<file path="src/rtl/lr_pass_controller.sv">
// Three-pass sequencer for the linear-regression datapath.
// Pass 1 streams every sample into the sum accumulators and then loads the
// means. Pass 2 streams into ssXY/ssXX and then loads b1 followed by b0.
// Pass 3 streams into the residual-error accumulator and then pulses done.
// Samples are fetched one at a time with a mem_rd / mem_valid handshake.
//
// Ports:
//   clk        system clock, rising edge
//   reset      synchronous active-high reset, aborts any run in progress
//   start      begin a run (sampled only in IDLE)
//   mem_rd     one-cycle read request for mem_addr
//   mem_addr   sample index (registered)
//   mem_valid  read data valid, latency >= 1 cycle after mem_rd
//   init_acc   clear all accumulators
//   acc_sum    pass-1 accumulate enable (combinational, WAIT && mem_valid)
//   acc_ss     pass-2 accumulate enable (combinational, WAIT && mem_valid)
//   acc_err    pass-3 accumulate enable (combinational, WAIT && mem_valid)
//   load_mean  load mean_x / mean_y
//   load_b1    load slope
//   load_b0    load intercept
//   pass       0 idle, 1..3 active pass (registered)
//   busy       high in every state except IDLE
//   done       one-cycle completion pulse
module lr_pass_controller #(
  parameter int unsigned N_SAMPLES = 150,
  parameter int unsigned ADDR_W    = 8
) (
  input  logic              clk,
  input  logic              reset,
  input  logic              start,
  output logic              mem_rd,
  output logic [ADDR_W-1:0] mem_addr,
  input  logic              mem_valid,
  output logic              init_acc,
  output logic              acc_sum,
  output logic              acc_ss,
  output logic              acc_err,
  output logic              load_mean,
  output logic              load_b1,
  output logic              load_b0,
  output logic [1:0]        pass,
  output logic              busy,
  output logic              done
);

  localparam logic [ADDR_W-1:0] LAST_ADDR = ADDR_W'(N_SAMPLES - 1);

  typedef enum logic [2:0] {
    IDLE,
    INIT,
    RD,
    WAIT,
    END1,
    END2,
    B0,
    END3
  } state_t;

  state_t            state_q, state_d;
  logic [ADDR_W-1:0] addr_q, addr_d;
  logic [1:0]        pass_q, pass_d;
  logic              last;

  // State, address and pass registers.
  always_ff @(posedge clk) begin
    if (reset) begin
      state_q <= IDLE;
      addr_q  <= '0;
      pass_q  <= '0;
    end else begin
      state_q <= state_d;
      addr_q  <= addr_d;
      pass_q  <= pass_d;
    end
  end

  // Next-state logic and the Mealy accumulate enables.
  always_comb begin
    state_d = state_q;
    addr_d  = addr_q;
    pass_d  = pass_q;
    acc_sum = 1'b0;
    acc_ss  = 1'b0;
    acc_err = 1'b0;
    // Compare against the last index instead of incrementing past it, so a
    // full 2^ADDR_W pass stops at all-ones without wrapping.
    last    = (addr_q == LAST_ADDR);

    case (state_q)
      IDLE: begin
        if (start) state_d = INIT;
      end
      INIT: begin
        addr_d  = '0;
        pass_d  = 2'd1;
        state_d = RD;
      end
      RD: begin
        state_d = WAIT;
      end
      WAIT: begin
        if (mem_valid) begin
          acc_sum = (pass_q == 2'd1);
          acc_ss  = (pass_q == 2'd2);
          acc_err = (pass_q == 2'd3);
          if (last) begin
            case (pass_q)
              2'd1:    state_d = END1;
              2'd2:    state_d = END2;
              default: state_d = END3;
            endcase
          end else begin
            addr_d  = addr_q + ADDR_W'(1);
            state_d = RD;
          end
        end
      end
      END1: begin
        addr_d  = '0;
        pass_d  = 2'd2;
        state_d = RD;
      end
      END2: begin
        state_d = B0;
      end
      // b0 = mean_y - b1*mean_x, so it loads the cycle after b1.
      B0: begin
        addr_d  = '0;
        pass_d  = 2'd3;
        state_d = RD;
      end
      END3: begin
        pass_d  = 2'd0;
        state_d = IDLE;
      end
      default: begin
        state_d = IDLE;
      end
    endcase
  end

  // Moore strobes registered from the next state so they align with it.
  always_ff @(posedge clk) begin
    if (reset) begin
      mem_rd    <= 1'b0;
      init_acc  <= 1'b0;
      load_mean <= 1'b0;
      load_b1   <= 1'b0;
      load_b0   <= 1'b0;
      busy      <= 1'b0;
      done      <= 1'b0;
    end else begin
      mem_rd    <= (state_d == RD);
      init_acc  <= (state_d == INIT);
      load_mean <= (state_d == END1);
      load_b1   <= (state_d == END2);
      load_b0   <= (state_d == B0);
      busy      <= (state_d != IDLE);
      done      <= (state_d == END3);
    end
  end

  assign mem_addr = addr_q;
  assign pass     = pass_q;

endmodule

</file>
<file path="config.mk">
export PLATFORM = sky130hd
export DESIGN_NAME = lr_pass_controller
export DESIGN_NICKNAME = d
export VERILOG_FILES = /design/src/rtl/lr_pass_controller.sv
export SDC_FILE = /design/constraint.sdc
export NUM_CORES = 1
export LEC_CHECK = 0
export ABC_AREA = 1
export BUFFER_PORTS_ARGS = -buffer_cell sky130_fd_sc_hd__buf_2
export CAP_MARGIN = 30
export CORE_UTILIZATION = 50
export DETAILED_ROUTE_END_ITERATION = 12
export PLACE_DENSITY = 0.86
export SYNTH_ARGS = -nofsm -noshare
export SYNTH_HDL_FRONTEND = slang
export SYNTH_SLANG_ARGS = --single-unit
</file>
<file path="constraint.sdc">
create_clock -name clk -period 2.1 [get_ports clk]
set_clock_uncertainty 0.1 [all_clocks]
set_input_delay 0.21 -clock clk [delete_from_list [all_inputs] [get_ports clk]]
set_output_delay 0.21 -clock clk [all_outputs]
set_load 0.01 [all_outputs]
</file>
==> metrics.txt, run 1 <==
status complete, no violations; fmax ~560 MHz; Distinct cells, synth 24; most frequent cell after synthesis nand2_1; yosys warns 0; first-pass GRT wire length around 4200 um; setup slack after layout between 0.3 and 0.4 ns; Pins Over Slew Limit 0; Post-CTS Resized 0; clk_lat worst skew 0.30 ns; area grow syn2layout 13.60%; Rows 16; drt pass-1 iters 6; Net Sw Frac 0.2972; leakage between 0.6 and 0.7 nW; RSZ-0062 raised after global routing no; Mapped Nets between 150 and 200; pwr/cell area ~550 nW/um2; CTS H-tree depth 1; synthesized flop and latch total 20; Seq/Total Area, Yosys 0.3482; prevailing post-synth register cell dfxtp_1; final hold viol count 0; period utilisation layout 0.8504; Post-synth EDFFs 0; Clock Path Buffers 2; crit-path max FO 7; post-placement worst setup slack around 0.41 ns; Power Total approximately 0.00072 W; TritonCTS sink count 20; Max Cap Viol 0; Die Wd 49.96 um; Post-synth top cells nand2_1 (44), nor2_1 (24), dfxtp_1 (20), inv_1 (20), a21oi_1 (12); Synth Cell Area 1150 um2; max reg flops 8; NetSw ~0.00021 W; largest net degree at the start of global routing 16; Top Usage Layer GRT met2; core area just over 2000 um2; CTS Root Cell clkbuf_4; Peak VDD IR between 0.5 and 0.6 mV; grt met2 use 0.3986; total wire length ~2400 um; total negative setup slack 0 ns; Max-slew headroom 0.7799; final-report setup violation count 0; dpl hpwl about 1800 um; Post-DP Area between 1000 and 1500 um2; antenna violations before repair 0; GR Overflow Total 0; asr flop ratio synth 0; GPL Wtd Cong a little under 0.9; Worst Tran Pin Value about 0.33 ns; largest cells by area after synthesis dfxtp_1 (35%), nand2_1 (14%), nor2_1 (7.8%), ha_1 (6.5%), inv_1 (6.5%); Crit Path Class reg2reg; number of port buffers 23; CTS tree yes; Vias/cell about 5.1; total track usage 0.2153; top cell type by total area after synthesis dfxtp_1; layout cell share with drive strength beyond 1 0.2287; # DRC 0; post-route design area ~1300 um2; CTS Hold Bufs 0; clock-pin slew on the worst setup and hold paths ~0.11 ns; Num CTS Buffers 3; Mean Syn Cell Area between 7 and 8 um2; post-route ant nets 0; chip height around 50 um; GR Util met1 0.2332; Pint approximately 0.0005 W; minimum clock period approximately 1.8 ns; Net count, final 200; CP Data Required Time roughly 2.2 ns; Crit. End Element flop; Setup crit start kind flop; share of power burned in combinational logic 0.183; vias in the first global route 1029; routed via count between 1k and 1.5k; # IOs 24; sequential share of power 0.571; DIE AREA between 2000 and 2500 um2; drt first-iter violations 15; Initial Util 0.5576; diode count 0; setup bufs post-CTS 0; arrival time worst endpoint around 1.9 ns; Hold Path Class in2reg; drt wl/cell 11.20 um; fill count 182; clock power share 0.247; GR Util met3 0.06481; Post-Syn Instances between 150 and 200; Yosys top cell area share 0.3482
[cells by family after synthesis]
group           share of synthesized area
simple gates                       0.3939
buf+inv                           0.08705
flops                              0.3482
compound gates                    0.08271
fa+ha+maj                         0.06529
xor+xnor                          0.02286
[cell type report]
class	instances	area, um2	area share
flip-flops and latches	20	400.4	0.3065
clock buffers	3	22.52	0.01724
repair buffers	23	115.1	0.08812
multi-input cells	120	649.4	0.4971
inverters	22	85.08	0.06513
well taps	27	33.78	0.02586
[layer usage]
metal | routed length (um) | share of wire
met5 | 0 | 0
met2 | 1240 | 0.51
met3 | 139 | 0.058
met4 | 38 | 0.016
met1 | 990 | 0.41
[through the flow]
| step | std cells | hold WS [ns] | utilization |
|---|---|---|---|
| floorplan | 164 | 0.1791 | - |
| global placement | 212 | 0.4080 | 0.6226 |
| detailed placement | 212 | 0.4134 | 0.6226 |
| CTS | 215 | 0.1234 | 0.6335 |
| global route | 215 | 0.1316 | 0.6335 |
| finish | 215 | 0.1295 | 0.6335 |
[final timing paths]
check | startpoint | to | slack, ns | cells after the start
max | mem_addr[0] | load_mean | 0.31 | 7
min | start | load_mean | 0.13 | 3
max reg2reg | mem_addr[0] | load_mean | 0.31 | 7
min reg2reg | pass[1] | pass[1] | 0.43 | 2
[worst max-delay path: stages (launching register included)]
cell and delay (ns):
dfxtp_1 0.47, ha_1 0.19, nand2_1 0.05, nor2_1 0.23
nand2_1 0.14, o21bai_1 0.26, nand3_1 0.14, a21oi_1 0.14
[power groups by stage]
stage | sequential (W) | clock, W | combinational (W)
after CTS | 0.000410 | 0.000181 | 0.000131
after detailed placement | 0.000418 | 0 | 0.000130
after global placement | 0.000417 | 0 | 0.000125
after floorplan | 0.000421 | 0 | 0.0000925
after global routing | 0.000412 | 0.000191 | 0.000147
final | 0.000410 | 0.000177 | 0.000131
[cell usage in the layout (no fill, tap or decap)]
| cell type | netlist | layout |
|---|---|---|
| nor2_4 | 2 | 2 |
| o21ai_0 | 2 | 2 |
| clkbuf_4 | 0 | 3 |
| nand3_2 | 1 | 1 |
| xor2_1 | 2 | 2 |
| nand3_4 | 2 | 2 |
| o21ai_2 | 2 | 2 |
| ha_1 | 6 | 6 |
| xnor2_1 | 1 | 1 |
| inv_4 | 1 | 1 |
| dfxtp_1 | 20 | 20 |
| buf_2 | 0 | 23 |
| inv_1 | 20 | 20 |
| o21bai_1 | 1 | 1 |
| inv_2 | 1 | 1 |
| nand4_1 | 4 | 4 |
| or2_2 | 1 | 1 |
| nand2_4 | 1 | 1 |
| nor2_1 | 24 | 24 |
| a21oi_1 | 12 | 12 |
| nand3b_1 | 2 | 2 |
| nand2_1 | 44 | 44 |
| nand2_2 | 6 | 6 |
| nand3_1 | 7 | 7 |
No activity file was read; power rests on OpenSTA's default activity.
==> run 2: changes to the inputs <==
==> constraint.sdc (replaced) <==
create_clock -name clk -period 2 [get_ports clk]
set_clock_uncertainty 0.1 [all_clocks]
set_input_delay 0.2 -clock clk [delete_from_list [all_inputs] [get_ports clk]]
set_output_delay 0.2 -clock clk [all_outputs]
set_load 0.01 [all_outputs]
==> run 2 against run 1 <==
Compared with the run above: wire length down 0.46%; critical path depth down 2; setup slack worse by 0.050 ns; non-clock buffer count unchanged; first-iteration DRC count up 67%; flip-flop and latch count unchanged; sequential share of layout area unchanged; sequential power up 4.9%; utilization unchanged; via count down 1.1%; critical endpoint is now acc_ss.
==> metrics.txt, run 2 (synthesized netlist as in run 1, its figures left out) <==
minimum clock period about 1.7 ns; Max-slew headroom 0.7762; # DRC 0; CTS H-tree depth 1; Max Cap Viol 0; most common cell after layout, fill and taps aside nand2_1; stages on the worst setup path 5; layout cell share with drive strength beyond 1 0.2287; GR Overflow Total 0; fmax between 500 and 600 MHz; Crit. End Element output pin; Die Wd between 40 and 50 um; Initial Util 0.5576; M1 wire length roughly 1000 um; total track usage 0.2141; final-report setup violation count 0; Net count, final 200; Clock Path Buffers 2; Power Total around 0.00075 W; GPL Wtd Cong between 0.8 and 0.9; TritonCTS sink count 20; post-route ant nets 0; crit path to acc_ss; routed via count 1089; CTS tree yes; fill count around 190; most frequent cells in the layout nand2_1 (44), nor2_1 (24), buf_2 (23); multi-input logic area 649.4 um2; Post-CTS Resized 0; CTS Hold Bufs 0; top layer in use met4; number of port buffers 23; diode count 0; CTS Root Cell clkbuf_4; CP cell instances nand2_2, nor2_4, inv_1, nor2_1, buf_2; total wire length between 2000 and 2500 um; core area approximately 2100 um2; pwr/cell area approximately 580 nW/um2; total negative setup slack 0 ns; R2R Setup Slk roughly 0.27 ns; DIE AREA 2496 um2; vias in the first global route 1012; arrival time worst endpoint about 1.4 ns; CP Data Required Time roughly 1.7 ns; drt wl/cell around 11 um; Pins Over Slew Limit 0; antenna violations before repair 0; first-pass GRT wire length roughly 4100 um; final hold viol count 0; clk_lat worst skew 0.30 ns; crit-path max FO 6; status complete, no violations; Net Sw Frac 0.2953; chip height between 40 and 50 um; register area ~400 um2; max incr delay on CP between 0.4 and 0.5 ns; Setup crit start kind flop; Post-DP Area 1284 um2; Rows 16; Num CTS Buffers 3; Critical R2R Capture load_mean; Peak VDD IR just over 0.5 mV; CP max-delay cell dfxtp_1; share of power burned in combinational logic 0.181; Vias/cell 5.065; Crit Path Class reg2out; # IOs 24; clock power share 0.248; Worst Tran Pin Value 0.3352 ns; CP top delay family flip-flops; RSZ-0062 raised after global routing no; met3 WL 111 um; sequential share of power 0.571; NetSw approximately 0.00022 W; drt first-iter violations 25; Pint around 0.00053 W; post-route design area between 1000 and 1500 um2; metal2 WL approximately 1300 um; leakage about 0.62 nW; reg2reg start mem_addr[0]; Hold Path Class in2reg; area grow syn2layout 13.60%; worst path bufs/invs 2; crit path launch state_q[0]; drt pass-1 iters 5; period utilisation layout 0.8679; max reg flops 8; Reg2Reg Depth 7; dpl hpwl 1861 um; setup bufs post-CTS 0; clock-pin slew on the worst setup and hold paths 0.09 ns; largest net degree at the start of global routing 16
-- run 2: cell counts in the layout (fill, tap and decap cells not counted) --
No cell type changed its count.
-- run 2: cell type report --
cell class              instances  area share
inverters                      22     0.06513
flip-flops and latches         20      0.3065
repair buffers                 23     0.08812
multi-input cells             120      0.4971
well taps                      27     0.02586
clock buffers                   3     0.01724
-- run 2: power by group through the flow --
stage	Combinational [W]	Clock, W	Sequential [W]
2_1_floorplan	0.0000971	0	0.000442
3_3_place_gp	0.000132	0	0.000437
3_5_place_dp	0.000136	0	0.000439
4_1_cts	0.000137	0.000193	0.000430
5_1_grt	0.000153	0.000204	0.000432
6_report	0.000136	0.000186	0.000430
-- run 2: worst min path at each step --
stage,startpoint,end,slack (ns),cells past startpoint
finish,start,load_mean,0.11,3
global route,start,init_acc,0.11,3
CTS,start,load_mean,0.10,3
detailed placement,mem_addr[7],mem_addr[7],0.41,2
global placement,mem_addr[1],mem_addr[1],0.41,2
floorplan,reset,mem_addr[1],0.17,1
-- run 2: worst reg2reg max path, delay by kind of cell (launching register included) --
kind                     cells  cell delay, ns
AO/OA/AOI/OAI                2            0.38
adder cells (fa/ha/maj)      1            0.19
flip-flops                   1            0.45
AND/OR/NAND/NOR              4            0.54
-- run 2: routing by layer --
layer,track usage,vias up
met2,0.4189,33
met5,0,-
met4,0.07619,0
li1,-,562
met1,0.2150,490
met3,0.04938,4
-- run 2: through the flow --
stage	cells	util	setup WS (ns)	hold slack (ns)
6_report	215	0.6335	0.2642	0.1101
5_1_grt	215	0.6335	0.09412	0.1081
4_1_cts	215	0.6335	0.2576	0.1018
3_5_place_dp	212	0.6226	0.2960	0.4126
3_3_place_gp	212	0.6226	0.4297	0.4080
2_1_floorplan	164	-	0.4408	0.1691
==> run 3: changes to the inputs <==
--- a/config.mk
+++ b/config.mk
@@ -8,9 +8,11 @@
 export ABC_AREA = 1
 export BUFFER_PORTS_ARGS = -buffer_cell sky130_fd_sc_hd__buf_2
 export CAP_MARGIN = 30
-export CORE_UTILIZATION = 50
+export CELL_PAD_IN_SITES_DETAIL_PLACEMENT = 1
+export CELL_PAD_IN_SITES_GLOBAL_PLACEMENT = 1
+export CORE_UTILIZATION = 37
 export DETAILED_ROUTE_END_ITERATION = 12
-export PLACE_DENSITY = 0.86
+export PLACE_DENSITY = 0.89
 export SYNTH_ARGS = -nofsm -noshare
 export SYNTH_HDL_FRONTEND = slang
 export SYNTH_SLANG_ARGS = --single-unit
==> constraint.sdc (replaced) <==
create_clock -name clk -period 2 [get_ports clk]
set_clock_uncertainty 0.1 [all_clocks]
set_input_delay 0.2 -clock clk [delete_from_list [all_inputs] [get_ports clk]]
set_output_delay 0.2 -clock clk [all_outputs]
set_load 0.02 [all_outputs]
==> run 3 against run 2 <==
Compared with the run above: the run now ends with design-rule violations left; hold slack worse by 0.019 ns; power rose by 9.1%; cell area up 1.4%; sequential share of layout area fell by 0.43 points; combinational power up 9.6%; final cell count is 2.3% higher; sequential power about the same; non-clock buffer count unchanged; utilization is 17 points lower; fmax down 3.3%; die area grew 34%.
==> metrics.txt, run 3 (synthesized netlist as in run 1, its figures left out) <==
status complete, but fails checks; failing checks design-rule violations; Initial Util 0.4031; max incr delay on CP roughly 0.48 ns; routed via count approximately 1.1k; final-report setup violation count 0; GR Overflow Total 0; Crit. End Element output pin; clk_lat worst skew 0.30 ns; clock-pin slew on the worst setup and hold paths about 0.11 ns; Clock Path Buffers 2; total negative setup slack 0 ns; worst path bufs/invs 2; crit path launch state_q[0]; TritonCTS sink count 20; Power Total roughly 0.0008 W; DIE AREA approximately 3300 um2; vias in the first global route 1138; drt wl/cell between 10 and 15 um; Vias/cell slightly above 5; Crit Path Class reg2out; drt first-iter violations 37; Critical R2R Capture load_mean; final hold viol count 0; most common cell after layout, fill and taps aside nand2_1; chip height slightly below 60 um; max reg flops 8; Net count, final 200; GPL Wtd Cong 0.8084; RSZ-0062 raised after global routing no; CP Data Required Time roughly 1.7 ns; drt pass-1 iters 9; total wire length ~2800 um; crit-path max FO 6; CP top delay family flip-flops; CTS tree yes; Num CTS Buffers 3; setup bufs post-CTS 0; area grow syn2layout 15.23%; CTS Hold Bufs 0; CTS H-tree depth 1; CP cell instances nand2_2, nor2_4, inv_1, nor2_1, buf_2; Reg2Reg Depth 7; crit path to acc_sum; arrival time worst endpoint between 1 and 1.5 ns; stages on the worst setup path 5; most frequent cells in the layout nand2_1 (44), nor2_1 (24), buf_2 (23); layout cell share with drive strength beyond 1 0.2328; # DRC 2; Worst Tran Pin Value between 0.3 and 0.4 ns; diode count 0; Rows 19; pwr/cell area 619.6 nW/um2; Hold Path Class in2reg; Max Cap Viol 0; dpl hpwl 2192 um; fill count between 300 and 400; Fin Hold WS 0.09094 ns; leakage between 0.6 and 0.7 nW; final core occ 0.4645; Max-slew headroom 0.7622; CTS Root Cell clkbuf_4; Post-CTS Resized 0; CP max-delay cell dfxtp_1; R2R Setup Slk 0.22 ns; antenna violations before repair 0; core area ~2900 um2; largest net degree at the start of global routing 16; first-pass GRT wire length ~4900 um; placed instance count about 220; fmax between 500 and 600 MHz; post-route insts no fill 220; Pins Over Slew Limit 0; Peak VDD IR between 0.3 and 0.4 mV; period utilisation layout 0.8972; total track usage 0.1891; Die Wd slightly below 60 um; minimum clock period roughly 1.8 ns; # IOs 24; Setup crit start kind flop; post-route ant nets 0; reg2reg start mem_addr[0]; number of port buffers 23
## run 3: how the worst min path moves through the flow
stage / from / to / cells past startpoint
2_1_floorplan: reset / mem_addr[1] / 1
6_report: start / init_acc / 3
4_1_cts: start / init_acc / 3
5_1_grt: start / load_mean / 3
3_3_place_gp: pass[1] / pass[1] / 2
3_5_place_dp: start / init_acc / 3
## run 3: metal layers
layer / vias up / global-route usage / part of all wire
li1: 563 / - / -
met1: 534 / 0.2155 / 0.44
met2: 22 / 0.3588 / 0.52
met3: 5 / 0.03571 / 0.035
met4: 0 / 0.05102 / 0.012
met5: - / 0 / 0
## run 3: cell type report
class	instances	area (um2)	area share
inverter	22	85.08	0.06421
multi-input combinational	120	649.4	0.4901
sequential	20	400.4	0.3022
timing repair buffer	23	115.1	0.08687
clock buffer	4	36.28	0.02738
tap	31	38.79	0.02927
## run 3: through the flow
| stage | instance area, um2 | setup slack (ns) |
|---|---|---|
| floorplan | 1150 | 0.3539 |
| global placement | 1289 | 0.3876 |
| CTS | 1325 | 0.1884 |
| global route | 1325 | 0.07064 |
| finish | 1325 | 0.2056 |
| detailed placement | 1289 | 0.2591 |
## run 3: tightest hold or removal path, delay by kind of cell
family,cells,cell delay (ns)
buf+inv,1,0.10
simple gates,2,0.15
## run 3: where the power goes
group	switching [W]	total, W	internal (W)
Combinational	0.000102	0.000149	0.0000467
Clock	0.000131	0.000242	0.000111
Sequential	0.0000166	0.000430	0.000414
